### src/rtl/sm_pkg.sv
// Shared definitions for the sign-magnitude max tracker: field helpers and FSM states.
package sm_pkg;

  typedef enum logic [1:0] {
    FIRST = 2'd0,
    ACCUM = 2'd1,
    DONE  = 2'd2
  } state_t;

  function automatic int sign_bit(input int n);
    return n - 1;
  endfunction

  function automatic int mag_msb(input int n);
    return n - 2;
  endfunction

endpackage

### src/rtl/sm_max_tracker_if.sv
// Sample-in / result-out handshake bundle for sm_max_tracker.
interface sm_max_tracker_if #(
  parameter int N   = 8,
  parameter int LEN = 8
);
  localparam int IW = $clog2(LEN);

  logic [N-1:0]  in_data;
  logic          in_valid;
  logic          o_ready;
  logic [N-1:0]  o_max;
  logic [IW-1:0] o_idx;
  logic          o_valid;
  logic          in_ack;

  modport master (
    output in_data, in_valid, in_ack,
    input  o_ready, o_max, o_idx, o_valid
  );

  modport slave (
    input  in_data, in_valid, in_ack,
    output o_ready, o_max, o_idx, o_valid
  );
endinterface

### src/rtl/comparator.sv
// Sign-magnitude a >= b comparator; +0 ranks above -0.
module comparator
  import sm_pkg::*;
#(
  parameter int N = 8
) (
  input  logic [N-1:0] in_a,
  input  logic [N-1:0] in_b,
  output logic         out
);
  localparam int S = sign_bit(N);
  localparam int M = mag_msb(N);

  logic [N-1:0] key_a;
  logic [N-1:0] key_b;

  // Map onto an unsigned key: positives above negatives, negative magnitudes inverted.
  always_comb begin
    key_a = in_a[S] ? {1'b0, ~in_a[M:0]} : {1'b1, in_a[M:0]};
    key_b = in_b[S] ? {1'b0, ~in_b[M:0]} : {1'b1, in_b[M:0]};
  end

  assign out = (key_a >= key_b);
endmodule

### src/rtl/sm_max_tracker.sv
// Per-frame running maximum (and its index) over LEN sign-magnitude samples.
module sm_max_tracker
  import sm_pkg::*;
#(
  parameter int N   = 8,
  parameter int LEN = 8
) (
  input  logic                 i_clk,
  input  logic                 i_rst_n,
  sm_max_tracker_if.slave      bus
);
  localparam int IW = $clog2(LEN);
  localparam int CW = IW + 1;

  state_t        state_q, state_d;
  logic [N-1:0]  max_q,   max_d;
  logic [IW-1:0] idx_q,   idx_d;
  logic [CW-1:0] cnt_q,   cnt_d;
  logic          ready_q, ready_d;
  logic          valid_q, valid_d;

  logic          keep_max;
  logic          xfer;

  comparator #(.N(N)) u_cmp (
    .in_a (max_q),
    .in_b (bus.in_data),
    .out  (keep_max)
  );

  assign xfer = bus.in_valid && ready_q;

  always_comb begin
    state_d = state_q;
    max_d   = max_q;
    idx_d   = idx_q;
    cnt_d   = cnt_q;
    ready_d = ready_q;
    valid_d = valid_q;
    unique case (state_q)
      FIRST: begin
        if (xfer) begin
          max_d   = bus.in_data;
          idx_d   = '0;
          cnt_d   = CW'(1);
          state_d = ACCUM;
        end
      end
      ACCUM: begin
        if (xfer) begin
          cnt_d = cnt_q + CW'(1);
          // Strictly-greater update keeps the first occurrence on ties.
          if (!keep_max) begin
            max_d = bus.in_data;
            idx_d = cnt_q[IW-1:0];
          end
          if (cnt_q == CW'(LEN - 1)) begin
            state_d = DONE;
            ready_d = 1'b0;
            valid_d = 1'b1;
          end
        end
      end
      DONE: begin
        if (bus.in_ack) begin
          state_d = FIRST;
          cnt_d   = '0;
          ready_d = 1'b1;
          valid_d = 1'b0;
        end
      end
      default: begin
        state_d = FIRST;
        cnt_d   = '0;
        ready_d = 1'b1;
        valid_d = 1'b0;
      end
    endcase
  end

  always_ff @(posedge i_clk or negedge i_rst_n) begin
    if (!i_rst_n) begin
      state_q <= FIRST;
      max_q   <= '0;
      idx_q   <= '0;
      cnt_q   <= '0;
      ready_q <= 1'b1;
      valid_q <= 1'b0;
    end else begin
      state_q <= state_d;
      max_q   <= max_d;
      idx_q   <= idx_d;
      cnt_q   <= cnt_d;
      ready_q <= ready_d;
      valid_q <= valid_d;
    end
  end

  assign bus.o_ready = ready_q;
  assign bus.o_valid = valid_q;
  assign bus.o_max   = max_q;
  assign bus.o_idx   = idx_q;
endmodule

### src/flat_wrapper.sv
// flat-port wrapper written by rule: the top's interface ports become plain ports
module sm_max_tracker_flat import sm_pkg::*;
#(
  parameter int N   = 8,
  parameter int LEN = 8
)
  (i_clk, i_rst_n, bus_in_data, bus_in_valid, bus_in_ack, bus_o_ready, bus_o_max, bus_o_idx, bus_o_valid);
  sm_max_tracker_if #(.N(N), .LEN(LEN)) bus_i ();
  input  logic i_clk;
  input  logic i_rst_n;
  input wire logic [$bits(bus_i.in_data)-1:0] bus_in_data;
  input wire logic [$bits(bus_i.in_valid)-1:0] bus_in_valid;
  input wire logic [$bits(bus_i.in_ack)-1:0] bus_in_ack;
  output wire logic [$bits(bus_i.o_ready)-1:0] bus_o_ready;
  output wire logic [$bits(bus_i.o_max)-1:0] bus_o_max;
  output wire logic [$bits(bus_i.o_idx)-1:0] bus_o_idx;
  output wire logic [$bits(bus_i.o_valid)-1:0] bus_o_valid;
  assign bus_i.in_data = bus_in_data;
  assign bus_i.in_valid = bus_in_valid;
  assign bus_i.in_ack = bus_in_ack;
  assign bus_o_ready = bus_i.o_ready;
  assign bus_o_max = bus_i.o_max;
  assign bus_o_idx = bus_i.o_idx;
  assign bus_o_valid = bus_i.o_valid;
  sm_max_tracker #(.N(N), .LEN(LEN)) u_core (.i_clk(i_clk), .i_rst_n(i_rst_n), .bus(bus_i));
endmodule
### config.mk
export PLATFORM = sky130hd
export DESIGN_NAME = sm_max_tracker_flat
export DESIGN_NICKNAME = d
export VERILOG_FILES = /design/src/rtl/sm_pkg.sv /design/src/rtl/sm_max_tracker_if.sv /design/src/rtl/comparator.sv /design/src/rtl/sm_max_tracker.sv /design/src/flat_wrapper.sv
export SDC_FILE = /design/constraint.sdc
export NUM_CORES = 1
export LEC_CHECK = 0
export CORE_ASPECT_RATIO = 0.9
export CORE_MARGIN = 2
export CORE_UTILIZATION = 41
export DETAILED_ROUTE_END_ITERATION = 10
export DONT_BUFFER_PORTS = 1
export REMOVE_ABC_BUFFERS = 1
export SYNTH_ARGS = -nofsm -noshare
export SYNTH_HDL_FRONTEND = slang
export SYNTH_SLANG_ARGS = --single-unit
export TNS_END_PERCENT = 50
### constraint.sdc
create_clock -name i_clk -period 2.9 [get_ports i_clk]
set_input_delay 0.58 -clock i_clk [delete_from_list [all_inputs] [get_ports i_clk]]
set_output_delay 0.58 -clock i_clk [all_outputs]
set_load 0.02 [all_outputs]
==> results of run 1 <==
## per-stage QoR
| stage | util (%) | hold slack (ns) | area (µm²) | setup WS (ns) |
|---|---|---|---|---|
| 2_1_floorplan | - | 0.284 | 1160 | 0.425 |
| 3_3_place_gp | 44.3 | 0.285 | 1220 | 0.416 |
| 3_5_place_dp | 44.3 | 0.285 | 1220 | 0.345 |
| 4_1_cts | 45.6 | 0.0876 | 1250 | 0.330 |
| 5_1_grt | 45.6 | 0.0604 | 1250 | 0.228 |
| 6_report | 45.6 | 0.0983 | 1250 | 0.356 |
## report_power, final
group	total, mW	internal [mW]	switching [mW]	leakage (nW)
Combinational	0.0330	0.0150	0.0179	0.325
Sequential	0.265	0.265	0	0.257
Clock	0.133	0.0514	0.0821	0.0177
Total	0.431	0.331	0.100	0.599
## layer usage
layer,up-vias,GRT usage (%)
li1,420,-
met1,404,19.9
met2,22,27.2
met3,2,6.05
met4,0,3.26
met5,-,0
## sequential cells by signal, indices dropped and copies added, names as in the netlist
signal	cells
u_core.bus.o_max	8
u_core.cnt_q	4
u_core.bus.o_idx	3
u_core.state_q	2
u_core.bus.o_ready	1
u_core.bus.o_valid	1
## final timing paths
check / from / end / slack (ns) / cells past startpoint
max in group asynchronous: i_rst_n / u_core.bus.o_max[4]$_DFFE_PN0P_ / 1.58 / 1
min: i_rst_n / u_core.bus.o_ready$_DFFE_PN1P_ / 0.1 / 0
min in group i_clk: bus_in_data[1] / u_core.bus.o_max[1]$_DFFE_PN0P_ / 0.42 / 1
max reg2reg: u_core.bus.o_max[7]$_DFFE_PN0P_ / u_core.bus.o_max[7]$_DFFE_PN0P_ / 0.36 / 8
max: u_core.bus.o_max[7]$_DFFE_PN0P_ / u_core.bus.o_max[7]$_DFFE_PN0P_ / 0.36 / 8
min reg2reg: u_core.cnt_q[0]$_DFFE_PN0P_ / u_core.cnt_q[0]$_DFFE_PN0P_ / 0.58 / 1
## critical path: stages (launching register included)
cell and delay, ns:
dfrtp_1 0.50, buf_4 0.23, xor2_1 0.16, ha_1 0.20, a211o_1 0.25, a31oi_1 0.24, o31ai_4 0.13, a21oi_4 0.33
mux2_2 0.39
## cell usage in the layout (no fill, tap or decap), drive strengths merged, types with 2 or more instances in the layout
cell,Yosys,layout
dfrtp,18,18
nand3,12,12
nand2,10,10
ha,9,9
mux2,8,8
o21ai,8,8
xnor2,7,7
xor2,7,7
a21oi,6,6
nor2,3,3
nand2b,3,3
o211ai,3,3
clkbuf,6,3
inv,2,2
nand4,2,2
a211o,2,2
nor3,2,2
## what timing repair did
action                                  in CTS  in global routing
hold endpoints to repair                    18                  0
hold buffers                                 1                  0
endpoints found under the setup margin       0                  0
## area by class of cell
type | instances | share of cell area, %
multi-input combinational | 91 | 53.8
sequential | 19 | 38.0
tap | 40 | 3.99
clock buffer | 3 | 1.80
timing repair buffer | 2 | 1.40
inverter | 2 | 0.599
clock inverter | 1 | 0.399
## kinds of logic after synthesis
group	share of synthesized area [%]
XOR/XNOR	10.4
multiplexers	7.63
AND/OR/NAND/NOR	15.8
adder cells (fa/ha/maj)	9.53
flip-flops	40.4
AO/OA/AOI/OAI	13.8
buffers and inverters	2.54
==> impl_metrics.yaml, run 1 <==
route:
  first_pass_iters: 4
  wl_per_cell_um: 14.4
  routed_via_density: 5.37
  highest_layer: "met4"
  postRouteWirelength_um: 2270
  wl_met3_um: 133
  met1_length_um: 994
  final_antenna_net_count: 0
  num_vias: 848
  wl_met2_um: 1130
  drt_iter0_drc: 31
  route.detailed.drc: 0
clocking:
  h-tree-depth: 1
  clk_pin_slew_ns: 0.11
  cts_sinks: 19
  cts_tree: "yes"
  postCtsSetupBuffers: 0
  clk_latency_ns: 0.30
  cts_buffers: 3
  clock_tree.root_cell: "clkbuf_4"
  post_cts_resized: 0
  clock_path_buffers: 2
logic_synthesis:
  synth_common_cells: "dfrtp_1, nand3_1, nand2_1"
  async_flop_share_pct: 100
  synth_warnings: 0
  yosysMostFrequentCell: "dfrtp_1"
  yosysTopAreaCell: "dfrtp_1"
  ys_types: 28
  synth_cells: 118
  synth_edf_count: 0
  synth.yosys.seq_area_share_pct: 40.4
  synth.top_cell.area_share_pct: 38.1
  syn_area_um2: 1180
  synth_area_leaders: "dfrtp_1, ha_1, mux2_2, xnor2_1, xor2_1"
  avgSynthCellArea_um2: 10.0
  ys_ff_latch: 19
  ys.flop_type: "dfrtp_1"
layout:
  antenna_cells: 0
  fill_cells: 283
  drive_above_1_share_pct: 13.6
  area_delta_synth_final_pct: 6.14
  layout.nets: 140
  fin_cells: 158
  multi_input_area_um2: 674
  seq_area_um2: 477
die:
  die_h_um: 54.9
  io-pin-count: 25
  fp.dieArea_um2: 3330
  initial_utilization_pct: 43.0
  die_w_um: 60.6
  rows: 18
  core_um2: 2750
global_routing:
  grt-ovfl-total: 0
  grt_pass1_wl_um: 3840
  grt_max_degree: 22
  track_usage_pct: 16.1
  grt_pass1_vias: 823
  grt_antenna_before_repair: 0
min_path:
  min_path_type: "in -> async"
sta:
  slew_violations: 0
  period_minus_slack_ns: 2.54
  max_freq_mhz: 393
  setup_tns_ns: 0
  finalCritPeriodShare_pct: 87.7
  finalClockSkew_ns: 0.0137
  finalHoldViolCount: 0
  setup_viol: 0
  rsz0062_at_grt: "no"
  max_slew_margin_pct: 45.5
  worstMarginPinSlew_ns: 0.815
placed_design:
  gpl.final_weighted_congestion: 0.828
  hpwl_um: 1710
  dpl.cell_count: 153
  port_buffers: 0
power_and_ir_drop:
  p_per_area_nw_per_um2: 344
  p_total_mw: 0.431
  ir_drop_mv: 0.278
  leakage_nw: 0.599
run_status:
  status: "finished clean"
setup_path:
  required_ns: 3.08
  crit_path_max_fanout: 8
  worst_setup_path_end_kind: "register"
  cp.arrival_ns: 2.73
  path_class: "reg -> reg"
  critPathLaunchType: "register"
flow_run:
  drv_cap: 0
No activity file was read; power rests on OpenSTA's default activity.
==> run 2: changes to the inputs <==
--- a/config.mk
+++ b/config.mk
@@ -6,7 +6,7 @@
 export NUM_CORES = 1
 export LEC_CHECK = 0
 export CORE_ASPECT_RATIO = 0.9
-export CORE_MARGIN = 2
+export CORE_MARGIN = 4
 export CORE_UTILIZATION = 41
 export DETAILED_ROUTE_END_ITERATION = 10
 export DONT_BUFFER_PORTS = 1
==> run 2 against run 1 <==
Register-to-register slack got worse by 0.02 ns. Routed wire length rose by 2.9%. Design area did not move. Worst setup slack got worse by 0.021 ns. Final cell count did not move. Count of clock-buffer cells in the layout did not move. Largest power group unchanged. Maximum frequency fell by 0.81%. Via count fell by 0.59%. Combinational power rose by 2%. First-iteration DRC count fell by 58%.
==> impl_metrics.yaml, run 2 (same netlist as run 1, synthesis figures left out) <==
run_status:
  status: "finished clean"
clocking:
  clk_latency_ns: 0.30
  post_cts_resized: 0
  clk_pin_slew_ns: 0.11
  h-tree-depth: 1
  clock_path_buffers: 2
  cts_buffers: 3
  cts_tree: "yes"
  postCtsSetupBuffers: 0
  cts_hold_buf: 1
  cts_sinks: 19
  clock_tree.root_cell: "clkbuf_4"
placed_design:
  hpwl_um: 1760
  gpl.final_weighted_congestion: 0.823
  port_buffers: 0
setup_path:
  cp.arrival_ns: 2.76
  worst_setup_path_end_kind: "register"
  cp_slowest_cell: "dfrtp_1"
  path_class: "reg -> reg"
  required_ns: 3.09
  critPathLaunchType: "register"
  rr_startpoint: "u_core.bus.o_max[7]$_DFFE_PN0P_"
  crit_path_max_fanout: 8
  path_cells: "buf_4, xor2_1, ha_1, a211o_1, a31oi_1, o31ai_4, a21oi_4, mux2_2"
  slowest_delay_ns: 0.50
  cp-startpoint: "u_core.bus.o_max[7]$_DFFE_PN0P_"
layout:
  largest_reg_flops: 8
  area_delta_synth_final_pct: 6.14
  final_common_cell: "dfrtp_1"
  layout.nets: 140
  drive_above_1_share_pct: 13.6
  mostFrequentLayoutCells: "dfrtp_1, nand3_1, nand2_1"
  fin_util_pct: 45.6
  fill_cells: 281
  antenna_cells: 0
sta:
  period_minus_slack_ns: 2.56
  max_freq_mhz: 390
  worstMarginPinSlew_ns: 0.824
  setup_tns_ns: 0
  finalHoldViolCount: 0
  slew_violations: 0
  rsz0062_at_grt: "no"
  setup_viol: 0
  finalClockSkew_ns: 0.00313
  max_slew_margin_pct: 44.9
  finalCritPeriodShare_pct: 88.4
global_routing:
  grt_pass1_wl_um: 4160
  grt_pass1_vias: 912
  grt_antenna_before_repair: 0
  grt_max_degree: 22
  track_usage_pct: 14.2
  grt-ovfl-total: 0
power_and_ir_drop:
  p_total_mw: 0.434
  p_per_area_nw_per_um2: 346
  ir_drop_mv: 0.237
  leakage_nw: 0.599
route:
  routed_via_density: 5.34
  first_pass_iters: 4
  drt_iter0_drc: 13
  route.detailed.drc: 0
  wl_per_cell_um: 14.8
  final_antenna_net_count: 0
  num_vias: 843
  postRouteWirelength_um: 2340
die:
  core_um2: 2750
  fp.dieArea_um2: 3800
  initial_utilization_pct: 43.0
  die_h_um: 58.9
  rows: 18
  io-pin-count: 25
  die_w_um: 64.6
flow_run:
  drv_cap: 0
min_path:
  min_path_type: "in -> async"
run 2: worst paths after layout:
path	slack, ns	endpoint	cells after the start
hold / removal	0.10	u_core.bus.o_ready$_DFFE_PN1P_	0
setup / recovery	0.34	u_core.bus.o_max[6]$_DFFE_PN0P_	8
hold reg to reg	0.58	u_core.cnt_q[3]$_DFFE_PN0P_	2
max in group asynchronous	1.58	u_core.bus.o_max[3]$_DFFE_PN0P_	1
setup reg to reg	0.34	u_core.bus.o_max[6]$_DFFE_PN0P_	8
min in group i_clk	0.41	u_core.bus.o_ready$_DFFE_PN1P_	2
run 2: per-layer routing:
layer	track usage (%)	vias to the layer above	wire, µm
met3	5.92	2	142
met5	0	-	0
li1	-	419	-
met1	16.6	406	1060
met2	24.4	16	1120
met4	3.31	0	17
run 2: stage by stage:
step	setup WS, ns	hold slack (ns)	area, µm²	std cells
after floorplan	0.425	0.284	1160	112
after global placement	0.411	0.285	1220	153
after detailed placement	0.341	0.285	1220	153
final	0.335	0.103	1250	158
after global routing	0.183	0.0719	1250	158
after CTS	0.325	0.0857	1250	158
run 2: layout make-up:
| class | count | area (µm²) | area share [%] |
|---|---|---|---|
| timing repair buffer | 2 | 17.5 | 1.40 |
| sequential | 19 | 477 | 38.0 |
| tap | 40 | 50.0 | 3.99 |
| inverter | 2 | 7.51 | 0.599 |
| clock inverter | 1 | 5.00 | 0.399 |
| clock buffer | 3 | 22.5 | 1.80 |
| multi-input combinational | 91 | 674 | 53.8 |
run 2: where the power goes:
| group | switching (mW) | total, mW | internal, mW |
|---|---|---|---|
| sequential | 0 | 0.265 | 0.265 |
| clock | 0.0842 | 0.136 | 0.0514 |
| combinational | 0.0181 | 0.0335 | 0.0154 |
| total | 0.102 | 0.434 | 0.332 |
run 2: critical path: cells and delay by family (launching register included):
family | cells | cell delay, ns
compound gates | 4 | 0.99
xor+xnor | 1 | 0.16
fa+ha+maj | 1 | 0.21
buf+inv | 1 | 0.22
flops | 1 | 0.50
mux | 1 | 0.38
